$ cat src/rtl/stickit_arb.sv
// Two-requester arbiter feeding the StickIt LED-digit scanner: captures one DATA value, then holds it HOLD_CYCLES cycles.
// Optional macro STICKIT_ARB_PRIO_EN gives requester 0 strict priority on ties instead of round-robin.
module stickit_arb #(
  parameter int unsigned HOLD_CYCLES = 1000000
) (
  input  logic        CLK,
  input  logic        RESET_N,
  input  logic        REQ0,
  input  logic [31:0] DATA0,
  output logic        GNT0,
  input  logic        REQ1,
  input  logic [31:0] DATA1,
  output logic        GNT1,
  output logic [31:0] VALUE,
  output logic        BUSY
);

  localparam int unsigned CNT_W = (HOLD_CYCLES > 2) ? $clog2(HOLD_CYCLES) : 1;
  localparam logic [CNT_W-1:0] CNT_LOAD = CNT_W'(HOLD_CYCLES - 2);

  typedef enum logic {
    IDLE = 1'b0,
    HOLD = 1'b1
  } state_t;

  state_t           state_q, state_d;
  logic [CNT_W-1:0] cnt_q, cnt_d;
  logic [31:0]      value_q, value_d;
  logic             gnt0_q, gnt0_d;
  logic             gnt1_q, gnt1_d;
  logic             busy_q;
  logic             pick1;

`ifdef STICKIT_ARB_PRIO_EN
  assign pick1 = REQ1 && !REQ0;
`else
  // last_q = 1 means requester 1 was granted most recently.
  logic last_q, last_d;
  assign pick1 = REQ1 && (!REQ0 || !last_q);
`endif

  always_ff @(posedge CLK or negedge RESET_N) begin
    if (!RESET_N) begin
      state_q <= IDLE;
      cnt_q   <= '0;
      value_q <= 32'h0000_0000;
      gnt0_q  <= 1'b0;
      gnt1_q  <= 1'b0;
      busy_q  <= 1'b0;
`ifndef STICKIT_ARB_PRIO_EN
      last_q  <= 1'b1;
`endif
    end else begin
      state_q <= state_d;
      cnt_q   <= cnt_d;
      value_q <= value_d;
      gnt0_q  <= gnt0_d;
      gnt1_q  <= gnt1_d;
      busy_q  <= (state_d == HOLD);
`ifndef STICKIT_ARB_PRIO_EN
      last_q  <= last_d;
`endif
    end
  end

  // Next-state, capture and hold-countdown logic.
  always_comb begin
    state_d = state_q;
    cnt_d   = cnt_q;
    value_d = value_q;
    gnt0_d  = 1'b0;
    gnt1_d  = 1'b0;
`ifndef STICKIT_ARB_PRIO_EN
    last_d  = last_q;
`endif
    case (state_q)
      IDLE: begin
        if (REQ0 || REQ1) begin
          state_d = HOLD;
          cnt_d   = CNT_LOAD;
          if (pick1) begin
            value_d = DATA1;
            gnt1_d  = 1'b1;
          end else begin
            value_d = DATA0;
            gnt0_d  = 1'b1;
          end
`ifndef STICKIT_ARB_PRIO_EN
          last_d = pick1;
`endif
        end
      end
      HOLD: begin
        if (cnt_q == '0) begin
          state_d = IDLE;
        end else begin
          cnt_d = cnt_q - CNT_W'(1);
        end
      end
      default: state_d = IDLE;
    endcase
  end

  assign GNT0  = gnt0_q;
  assign GNT1  = gnt1_q;
  assign VALUE = value_q;
  assign BUSY  = busy_q;

endmodule
$ cat config.mk
export PLATFORM = sky130hd
export DESIGN_NAME = stickit_arb
export DESIGN_NICKNAME = d
export VERILOG_FILES = /design/src/rtl/stickit_arb.sv
export SDC_FILE = /design/constraint.sdc
export NUM_CORES = 1
export LEC_CHECK = 0
export CORE_MARGIN = 1
export CORE_UTILIZATION = 43
export DETAILED_ROUTE_END_ITERATION = 10
export PLACE_DENSITY = 0.83
export SLEW_MARGIN = 15
export SYNTH_ARGS = -nofsm -noshare
export SYNTH_HDL_FRONTEND = slang
export SYNTH_SLANG_ARGS = --single-unit
$ cat constraint.sdc
create_clock -name CLK -period 2.7 [get_ports CLK]
set_input_delay 0.405 -clock CLK [delete_from_list [all_inputs] [get_ports CLK]]
set_output_delay 0.405 -clock CLK [all_outputs]
set_load 0.005 [all_outputs]
==> flow_summary.toml, run 1 <==
[sta]
worstMarginPinSlew_ns = 0.953
max_slew_margin_pct = 36.4
fmax_ghz = 0.439
period_share_pct = 84.3
rsz0062_at_grt = "no"
fin_crit_ns = 2.28
drv_slew = 0
setup_tns_ns = 0
whs_ns = 0.238
hold_violations = 0
layout_setup_ws_ns = 0.425
setup_viol = 0
fin_worst_skew_ns = 0.00550

[global_routing]
grt_pass1_wl_microns = 11000
grt-ovfl-total = 0
gr-usage-all-layers_pct = 22.4
grt_pass1_vias = 2378
grt_max_degree = 44
antenna_found_initial = 0

[setup_path]
reg2reg_depth = 4
cp.arrival_ns = 2.47
worst_setup_path_end_kind = "flip-flop"
r2r-end = "cnt_q[14]"
rrSetupSlack_ns = 0.42
path_class = "reg -> reg"
crit_path_cell_trace = "or4_4 -> nor4_1 -> nor4b_1 -> or3_1"
crit_path_max_fanout = 7
r2r_start = "cnt_q[12]"
required_ns = 2.89
max_stage_delay_ns = 0.66
cp-start-kind = "flip-flop"
crit_path_top_delay_cell = "nor4_1"

[die]
die_w_microns = 79.9
die_area_sq_um = 6390
core-area_sq_um = 5890
rows = 28
die_y_microns = 79.9
start_util_pct = 44.4
pin_count = 103

[placed_design]
place_inst = 411
preCtsSetupSlack_ns = 0.532
place.gp.congestion = 0.795
dp_hpwl_microns = 4900
io_buffers = 102
placed_area_sq_um = 3710

[clock_network]
clkLatencyLatePin_ns = 0.31
root_buffer = "clkbuf_8"
clockBufferDepth = 2
clk_pin_slew_ns = 0.10
cts_buffers = 5
cts_resized = 0
cts_htree_levels = 2
cts_tree = "done"
clock_sinks = 56
post_cts_buffers = 0
cts_hold_buf = 0

[route]
drtIter0Drc = 247
vias = 2350
drcViolationCount = 0
routedWlPerCell_microns = 16.1
dr.pass1.iters = 5
viasPerCell = 5.61
antenna_left = 0
wirelength_microns = 6730

[power]
internal_power_mw = 1.34
p_sw_share_pct = 21.7
peakVddDrop_mv = 0.327
p_clk_share_pct = 31.7
p_total_mw = 1.71
power.leakage_nw = 1.66
power_density_nw_per_um2 = 449
combPwrFrac_pct = 15.5
p_switching_mw = 0.372
seq_power_share_pct = 52.8

[final_layout]
final_cells = 419
drive_above_1_share_pct = 6.40
nNetsFinal = 413
area_delta_synth_final_pct = 46.1
n_antenna_cell = 0
design_area_sq_um = 3820
fin_util_pct = 64.8

[yosys]
syn_area_sq_um = 2610
ys_types = 42
syn_area_per_cell_sq_um = 10.7
synth_most_common_cell = "dfrtp_1"
postSynthCellCount = 243
synth_warnings = 0
postSynth.asyncResetShare_pct = 100
synth_edf_count = 0
synth_top_area_share_pct = 52.7
yosys.area.top_type = "dfrtp_1"
ys_ff_latch = 56
yosys_most_used_dff = "dfrtp_1"
synth-seq-area-share_pct = 53.7
ys_top_cells_by_count = "dfrtp_1, inv_1, a222oi_1"
syn_nets = 313
synth_area_leaders = "dfrtp_1, a222oi_1, mux2i_1"

[min_path]
hold_class = "in -> async"

[outcome]
run_status = "finished, final reports clean"

[job]
maxCapViolCount = 0
cell type report:
class | instances | area (sq um)
Clock buffer | 6 | 72.6
Clock inverter | 2 | 35.0
Fill cell | 466 | 2070
Inverter | 28 | 105
Multi-Input combinational cell | 143 | 1040
Sequential cell | 56 | 1400
Tap cell | 75 | 93.8
Timing Repair Buffer | 109 | 1070
kinds of logic after synthesis:
family	after synthesis	share of synthesized area, %
and+or+nand+nor	65	13.7
AOI/OAI and AO/OA	57	17.4
muxes	19	7.28
adders and majority gates	2	0.958
DFF	56	53.7
buffers and inverters	44	6.95
state kept, by name, indices dropped and copies added (netlist names):
| name | cells |
|---|---|
| last_q | 1 |
| GNT1 | 1 |
| BUSY | 1 |
| cnt_q | 20 |
| VALUE | 32 |
| GNT0 | 1 |
per-layer routing:
layer  vias to the layer above  global-route usage [%]  share of wire (%)
li1                       1102                       -                  -
met1                      1147                    27.1                 40
met2                        97                    39.1                 52
met3                         4                    6.17                7.7
met4                         0                    5.71               0.74
met5                         -                       0                  0
power groups by stage:
stage / logic (mW) / registers, mW / clock network, mW
after floorplan: 0.0553 / 0.919 / 0
after global placement: 0.263 / 0.918 / 0
after detailed placement: 0.268 / 0.918 / 0
after CTS: 0.269 / 0.904 / 0.554
after global routing: 0.286 / 0.909 / 0.588
final: 0.266 / 0.904 / 0.543
critical path: cells and delay by family (launching register included):
kind	cells	cell delay, ns
and+or+nand+nor	4	1.75
DFF	1	0.41
cell usage in the layout, fill, tap and decap left out, types with 2 or more instances in the layout:
cell type,synthesis,final
a21o_1,2,2
a21oi_1,2,2
a222oi_1,24,24
a31oi_1,3,3
and4_1,3,3
buf_4,0,7
clkbuf_8,0,5
clkdlybuf4s50_1,0,101
dfrtp_1,55,55
ha_1,2,2
inv_1,28,28
mux2i_1,19,19
nand2_1,22,22
nand3_1,4,4
nor2_1,9,9
nor3_1,5,5
nor4_1,5,5
nor4b_1,2,2
o21ai_0,11,11
o21ai_1,3,3
o31ai_1,3,3
or4_1,4,4
or4_4,2,2
worst max-delay path by stage:
stage / from / end / cells past startpoint
after floorplan: cnt_q[12] / cnt_q[0] / 6
after global placement: cnt_q[12] / cnt_q[1] / 4
after detailed placement: cnt_q[12] / cnt_q[14] / 4
after CTS: cnt_q[12] / cnt_q[14] / 4
after global routing: cnt_q[12] / cnt_q[14] / 4
final: cnt_q[12] / cnt_q[14] / 4
No activity file was read; power rests on OpenSTA's default activity.
==> inputs of run 2 (changes only) <==
Clock period 2.7 ns to 2.3 ns, I/O delays scaled along.
==> run 2 against run 1 <==
Net effect:
- cell count increased by 0.48%
- routed wire length decreased by 3.2%
- design area increased by 0.39%
- largest power group unchanged
==> flow_summary.toml, run 2 (same netlist as run 1, synthesis figures left out) <==
[outcome]
run_status = "finished, final reports clean"

[power]
peakVddDrop_mv = 0.388
power.leakage_nw = 1.67
p_total_mw = 2.02
power_density_nw_per_um2 = 527

[route]
drtIter0Drc = 197
routedWlPerCell_microns = 15.5
wl_met1_microns = 2700
drcViolationCount = 0
met2_length_microns = 3200
highest_layer = "met4"
met3_length_microns = 515
dr.pass1.iters = 9
wirelength_microns = 6520
antenna_left = 0
vias = 2318
viasPerCell = 5.51

[clock_network]
clockBufferDepth = 2
cts_hold_buf = 0
clk_pin_slew_ns = 0.10
cts_htree_levels = 2
cts_buffers = 5
clock_sinks = 56
clkLatencyLatePin_ns = 0.31
root_buffer = "clkbuf_8"
post_cts_buffers = 0
cts_tree = "done"
cts_resized = 0

[final_layout]
final_cell_mix = "clkdlybuf4s50_1, dfrtp_1, inv_1"
area_delta_synth_final_pct = 46.7
seq_area_sq_um = 1400
nNetsFinal = 415
largest_register_ffs = 32
drive_above_1_share_pct = 6.94
n_antenna_cell = 0
fillers = 471
final_common_cell = "clkdlybuf4s50_1"
multi_input_area_sq_um = 1040

[placed_design]
dp_hpwl_microns = 4680
io_buffers = 102
place.gp.congestion = 0.856

[global_routing]
grt_pass1_wl_microns = 10900
grt-ovfl-total = 0
gr-usage-all-layers_pct = 22.0
grt_max_degree = 57
antenna_found_initial = 0
grt_pass1_vias = 2282

[setup_path]
cp-start-kind = "flip-flop"
path_class = "reg -> reg"
reg2reg_depth = 4
crit_path_start = "cnt_q[12]"
crit_path_max_fanout = 10
worst_setup_path_end_kind = "flip-flop"
r2r-end = "cnt_q[1]"
rrSetupSlack_ns = 0.15
r2r_start = "cnt_q[12]"
required_ns = 2.54
cp.arrival_ns = 2.39

[sta]
fmax_ghz = 0.466
setup_tns_ns = 0
worstMarginPinSlew_ns = 0.691
max_slew_margin_pct = 53.9
setup_viol = 0
drv_slew = 0
rsz0062_at_grt = "no"
fin_crit_ns = 2.15
hold_violations = 0
period_share_pct = 93.3
fin_worst_skew_ns = 0.00509

[die]
core-area_sq_um = 5890
die_w_microns = 79.9
start_util_pct = 44.4
pin_count = 103
die_area_sq_um = 6390
die_y_microns = 79.9
rows = 28

[min_path]
hold_class = "in -> async"

[job]
maxCapViolCount = 0
==> run 2: cell types whose count changed in the layout (fill, tap and decap cells not counted) <==
cell   before  now
buf_4       7    9
==> run 2: area by class of cell <==
type	instances	share of cell area [%]
timing repair buffer	111	28.3
clock buffer	6	1.89
clock inverter	2	0.914
multi-input combinational	143	27.1
tap	75	2.45
sequential	56	36.6
inverter	28	2.74
==> run 2: power breakdown <==
part / switching [mW] / internal (mW) / total [mW]
Combinational: 0.0912 / 0.217 / 0.308
Sequential: 0.0278 / 1.03 / 1.06
Clock: 0.327 / 0.324 / 0.652
Total: 0.446 / 1.57 / 2.02
==> run 2: how the worst max path moves through the flow <==
stage / end / slack (ns) / cells after the start
5_1_grt: cnt_q[1] / 0.09 / 4
2_1_floorplan: cnt_q[0] / 0.18 / 6
3_5_place_dp: cnt_q[1] / 0.19 / 4
3_3_place_gp: cnt_q[0] / 0.23 / 4
6_report: cnt_q[1] / 0.15 / 4
4_1_cts: cnt_q[1] / 0.17 / 4
==> run 2: critical path: stages, from the launching register on <==
cell and delay, ns:
dfrtp_1 0.41, or4_4 0.59, or4_4 0.62, o21ai_4 0.24, mux2i_1 0.21
==> run 2: metal layers <==
metal / track usage, % / up-vias
li1: - / 1110
met1: 27.8 / 1124
met2: 35.1 / 76
met3: 7.77 / 8
met4: 6.96 / 0
met5: 0 / -
==> run 2: through the flow <==
step	setup slack, ns	cells	hold slack [ns]	utilization [%]	instance area, sq um
2_1_floorplan	0.185	243	0.0494	-	2610
4_1_cts	0.166	421	0.183	65.1	3830
6_report	0.155	421	0.156	65.1	3830
3_5_place_dp	0.186	413	0.469	63.3	3720
5_1_grt	0.0916	421	0.209	65.1	3830
3_3_place_gp	0.231	413	0.462	63.3	3720
